**src/rtl/pipeline_ctrl_pkg.sv**
```systemverilog
// Shared encodings for the pipeline stall/flush sequencer.
package pipeline_ctrl_pkg;

    typedef enum logic [1:0] {
        ST_HOLD   = 2'd0,
        ST_RUN    = 2'd1,
        ST_SQUASH = 2'd2
    } ctrl_state_e;

    localparam logic [4:0] REG_X0 = 5'd0;

endpackage

```
**src/rtl/pipeline_hazard_ctrl_hazard_detect.sv**
```systemverilog
// Load-use comparator: an EX load whose rd feeds a source of the ID instruction.
module hazard_detect
    import pipeline_ctrl_pkg::*;
(
    input  logic       i_id_valid,
    input  logic [4:0] i_id_rs1,
    input  logic [4:0] i_id_rs2,
    input  logic       i_id_uses_rs1,
    input  logic       i_id_uses_rs2,
    input  logic       i_ex_mem_read,
    input  logic [4:0] i_ex_rd,
    output logic       o_load_use
);

    logic rs1_hit;
    logic rs2_hit;

    assign rs1_hit    = i_id_uses_rs1 & (i_id_rs1 == i_ex_rd);
    assign rs2_hit    = i_id_uses_rs2 & (i_id_rs2 == i_ex_rd);
    assign o_load_use = i_ex_mem_read & (i_ex_rd != REG_X0) & i_id_valid & (rs1_hit | rs2_hit);

endmodule

```
**src/rtl/pipeline_hazard_ctrl.sv**
```systemverilog
// Stall/flush sequencer for the 5-stage core: reset fetch hold, wrong-path squash,
// load-use bubbles, dmem freeze, and a saturating stall-cycle counter.
module pipeline_hazard_ctrl
    import pipeline_ctrl_pkg::*;
#(
    parameter int RESET_HOLD_CYCLES = 2,
    parameter int STALL_CNT_W       = 16
) (
    input  logic                   i_clk,
    input  logic                   i_rst_n,
    input  logic                   i_id_valid,
    input  logic [4:0]             i_id_rs1,
    input  logic [4:0]             i_id_rs2,
    input  logic                   i_id_uses_rs1,
    input  logic                   i_id_uses_rs2,
    input  logic                   i_ex_mem_read,
    input  logic [4:0]             i_ex_rd,
    input  logic                   i_ex_redirect,
    input  logic                   i_imem_ready,
    input  logic                   i_dmem_busy,
    output logic                   o_pc_write,
    output logic                   o_ifid_write,
    output logic                   o_ifid_flush,
    output logic                   o_if_valid,
    output logic                   o_idex_flush,
    output logic                   o_pipe_hold,
    output logic [STALL_CNT_W-1:0] o_stall_cnt
);

    localparam int HOLD_W = (RESET_HOLD_CYCLES > 1) ? $clog2(RESET_HOLD_CYCLES) : 1;
    localparam logic [HOLD_W-1:0] HOLD_LAST = HOLD_W'(RESET_HOLD_CYCLES - 1);

    ctrl_state_e            state_q, state_d;
    logic [HOLD_W-1:0]      hold_cnt_q, hold_cnt_d;
    logic                   lu_seen_q, lu_seen_d;
    logic [STALL_CNT_W-1:0] stall_cnt_q, stall_cnt_d;

    logic load_use;
    logic lu_stall;
    logic squash;

    hazard_detect u_hazard_detect (
        .i_id_valid    (i_id_valid),
        .i_id_rs1      (i_id_rs1),
        .i_id_rs2      (i_id_rs2),
        .i_id_uses_rs1 (i_id_uses_rs1),
        .i_id_uses_rs2 (i_id_uses_rs2),
        .i_ex_mem_read (i_ex_mem_read),
        .i_ex_rd       (i_ex_rd),
        .o_load_use    (load_use)
    );

    // The bubble inserted for a load-use hazard reaches EX next cycle, so a hazard
    // seen right after its own stall is the same one and must not stall again.
    assign lu_stall = load_use & ~lu_seen_q;
    assign squash   = (state_q == ST_SQUASH);

    always_comb begin
        o_pc_write   = 1'b0;
        o_ifid_write = 1'b1;
        o_ifid_flush = 1'b0;
        o_if_valid   = 1'b0;
        o_idex_flush = 1'b0;
        o_pipe_hold  = 1'b0;
        state_d      = state_q;
        hold_cnt_d   = hold_cnt_q;
        lu_seen_d    = lu_seen_q;

        if (state_q == ST_HOLD) begin
            lu_seen_d = 1'b0;
            if (hold_cnt_q == HOLD_LAST) state_d = ST_RUN;
            else                         hold_cnt_d = hold_cnt_q + 1'b1;
        end else if (i_dmem_busy) begin
            // EX is frozen, so redirect/load-use re-present once the freeze lifts.
            o_ifid_write = 1'b0;
            o_pipe_hold  = 1'b1;
        end else if (i_ex_redirect) begin
            o_pc_write   = 1'b1;
            o_ifid_write = 1'b0;
            o_ifid_flush = 1'b1;
            o_idex_flush = 1'b1;
            lu_seen_d    = 1'b0;
            state_d      = (squash || !i_imem_ready) ? ST_SQUASH : ST_RUN;
        end else begin
            if (lu_stall) begin
                o_ifid_write = 1'b0;
                o_idex_flush = 1'b1;
            end else if (!squash && i_imem_ready) begin
                o_pc_write = 1'b1;
                o_if_valid = 1'b1;
            end
            lu_seen_d = lu_stall;
            // In SQUASH a ready response is the stale wrong-path one: drop it, refetch.
            state_d   = (squash && !i_imem_ready) ? ST_SQUASH : ST_RUN;
        end
    end

    always_comb begin
        stall_cnt_d = stall_cnt_q;
        if (state_q != ST_HOLD && !o_pc_write && stall_cnt_q != '1)
            stall_cnt_d = stall_cnt_q + 1'b1;
    end

    always_ff @(posedge i_clk or negedge i_rst_n) begin
        if (!i_rst_n) begin
            state_q     <= ST_HOLD;
            hold_cnt_q  <= '0;
            lu_seen_q   <= 1'b0;
            stall_cnt_q <= '0;
        end else begin
            state_q     <= state_d;
            hold_cnt_q  <= hold_cnt_d;
            lu_seen_q   <= lu_seen_d;
            stall_cnt_q <= stall_cnt_d;
        end
    end

    assign o_stall_cnt = stall_cnt_q;

endmodule

```
**config.mk**
```make
export PLATFORM = sky130hd
export DESIGN_NAME = pipeline_hazard_ctrl
export DESIGN_NICKNAME = d
export VERILOG_FILES = /design/src/rtl/pipeline_ctrl_pkg.sv /design/src/rtl/pipeline_hazard_ctrl_hazard_detect.sv /design/src/rtl/pipeline_hazard_ctrl.sv
export SDC_FILE = /design/constraint.sdc
export NUM_CORES = 1
export LEC_CHECK = 0
export BUFFER_PORTS_ARGS = -buffer_cell sky130_fd_sc_hd__buf_4
export CAP_MARGIN = 20
export CORE_MARGIN = 3
export CORE_UTILIZATION = 52
export DETAILED_ROUTE_END_ITERATION = 7
export PLACE_DENSITY_LB_ADDON = 0.15
export SLEW_MARGIN = 40
export SYNTH_ARGS = -nofsm -noshare
export SYNTH_HDL_FRONTEND = slang
export SYNTH_SLANG_ARGS = --single-unit
```
**constraint.sdc**
```tcl
create_clock -name i_clk -period 3.7 [get_ports i_clk]
set_input_delay 0 -clock i_clk [delete_from_list [all_inputs] [get_ports i_clk]]
set_output_delay 0 -clock i_clk [all_outputs]
set_load 0.005 [all_outputs]
```
==> metrics.txt <==
outcome=completed; crit path time final=between 2000 and 2500 ps; Area Overhead vs Synth=35.50%; Peak VDD IR=0.4574 mV; grt ovf=0; final clock period utilization by the worst path=0.6464; DRC Markers=0; # diodes=0; Synth Warn #=0; hold slack=between 100 and 150 ps; max-slew violations=0; Max Cap Violations=0; worst path arrival time=between 2000 and 3000 ps; clk_lat worst skew=300 ps; clock slew at reported path FFs=100 ps; Seq/Total Area, Yosys=0.4188; site row count=16; largest net degree at the start of global routing=21; CP Launch Type=flop; Area contributors post-synth=dfrtp_1 (42%), xnor2_1 (10%), xor2_1 (7.3%); initial antenna violation count=0; critical path fanouts, max=15; IO Pins=46; Die Ht=around 54 um; CTS H-tree lvls=1; leading area contributor after synthesis=dfrtp_1; Clock Path Buffers=2; DR iter-0 viols=18; CP Capture Type=flop; area of the core=0.002062 mm^2; Slew HR=0.5174; Post-CTS Setup Bufs=0; post-synth top area share=0.4188; hpwl dp=2.330 mm; Hold Vio Cnt, Final=0; die area=0.002909 mm^2; Vias=around 1.1k; CTS resizes=0; drt pass-1 iters=4; mapped cell area=0.001195 mm^2; RD Place Congestion=around 0.8; CTS tree=built; count of cell types in the netlist=35; Die W=53.94 um; CP Class=flop to flop; Via density=approximately 5.5; WL/cell=15.19 um; All-Layer GR Usage=0.2395; syn nets=between 150 and 200; Starting Density=0.5795; layout cells sized above 1=0.3034; Setup violations, final=0; first-pass GRT wire length=4.974 mm; WL final=between 3 and 4 mm; final setup TNS=0 ps; clock root buffer=clkbuf_4; Post-Synthesis Cells=between 100 and 150; RSZ-0062 raised after global routing=false; Layout Skew=1.684 ps; Num CTS Buffers=3; fmax=~420 MHz; PortBufs=45; antenna viol nets, final=0; Pwr per Cell Area=440.6 mW/mm^2; via count of the first global-routing pass=1117; # nets final=205; FF+latch count, synth=20; Num Clock Sinks=20; Layout Utilization=0.7852; Syn Area/Cell=9.335 um^2; worst slew pin tran=723.9 ps; worst hold path class=primary input to async pin; WP data required=~3900 ps; Leakage=0.0007591 uW
-- path summary, 6_finish.rpt --
| check | start | endpoint | slack, ps | cells after the start |
|---|---|---|---|---|
| max | o_stall_cnt[0] | o_stall_cnt[1] | 1310 | 6 |
| min | i_rst_n | o_stall_cnt[4] | 100 | 2 |
| max reg2reg | o_stall_cnt[0] | o_stall_cnt[1] | 1310 | 6 |
| min reg2reg | hold_cnt_q | hold_cnt_q | 480 | 1 |
| max in group asynchronous | i_rst_n | o_stall_cnt[15] | 3390 | 2 |
| min in group i_clk | i_ex_mem_read | lu_seen_q | 260 | 5 |
-- state kept, by name, summed over array words and instances, names as in the netlist --
signal and count:
state_q 2, lu_seen_q 1, o_stall_cnt 16, hold_cnt_q 1
-- cell type report --
cell class / instances / area, um^2
multi-input cells: 96 / 640.6
clock buffers: 3 / 22.52
inverters: 9 / 33.78
well taps: 27 / 33.78
flip-flops and latches: 20 / 500.5
fillers: 147 / 442.9
repair buffers: 50 / 387.9
-- what timing repair did --
action                                  in CTS  in global routing
hold buffers                                 5                  0
endpoints found under the setup margin       0                  0
hold endpoints to repair                    23                  0
-- layout by cell type (no fill, tap or decap), drive strengths merged, types with 2 or more instances in the layout --
cell type,Yosys,layout
clkbuf,1,3
a21oi,4,4
nor3,8,8
nand3,7,7
or4,2,2
dfrtp,20,20
a31oi,2,2
xnor2,14,14
nand4,6,6
o22ai,2,2
buf,2,45
inv,9,9
xor2,10,10
dlygate4sd3,0,5
nor2,10,10
o21ai,3,3
nor4,6,6
nand2,8,8
-- synthesized netlist by cell type, drive strengths merged --
library cell,instances
nor2,10
a31oi,2
and2,1
dfrtp,20
nand4,6
mux2i,1
a21o,1
o21a,1
xor2,10
and4,1
xnor2,14
mux2,1
nor3,8
o2111ai,1
ha,1
nand2,8
or4,2
or4b,1
o21ai,3
o211ai,1
or2,1
a21oi,4
nand3,7
o22ai,2
inv,9
nand2b,1
or3,1
clkbuf,1
nor4,6
buf,2
o41ai,1
-- power by group --
group	internal [uW]	total (uW)	switching (uW)
Clock	38.0	102	63.8
Combinational	146	274	128
Sequential	268	337	69.5
-- cells by family after synthesis --
group / count (synthesis) / share of synthesized area
XOR/XNOR: 24 / 0.1759
flip-flops: 20 / 0.4188
AO/OA/AOI/OAI: 16 / 0.09214
multiplexers: 2 / 0.01780
buffers and inverters: 12 / 0.04502
AND/OR/NAND/NOR: 53 / 0.2398
adder cells (fa/ha/maj): 1 / 0.01047
-- per-layer routing --
metal  vias up  wire length [um]  share of wire  GRT usage
met5         -                 0              0          0
met4         0                94          0.030     0.1277
met3         9               155          0.050    0.03324
met2        36              1593           0.51     0.4153
met1       535              1270           0.41     0.2835
li1        554                 -              -          -
-- critical path, stage by stage, from the launching register on --
cell and delay, ps:
dfrtp_1 450, ha_1 240, nand3_1 110, nor4_1 390, nor4_1 120, a21oi_2 600, mux2_1 380
-- per-stage QoR --
stage	instances	area, um^2	setup WS (ps)	power [uW]
4_1_cts	205	1619	1332	716.9
5_1_grt	205	1619	1155	764.5
2_1_floorplan	128	1195	1738	469.9
3_5_place_dp	197	1546	1397	608.7
3_3_place_gp	197	1546	1527	596.0
6_report	205	1619	1308	713.4
Power figures use the tool's default switching activity.
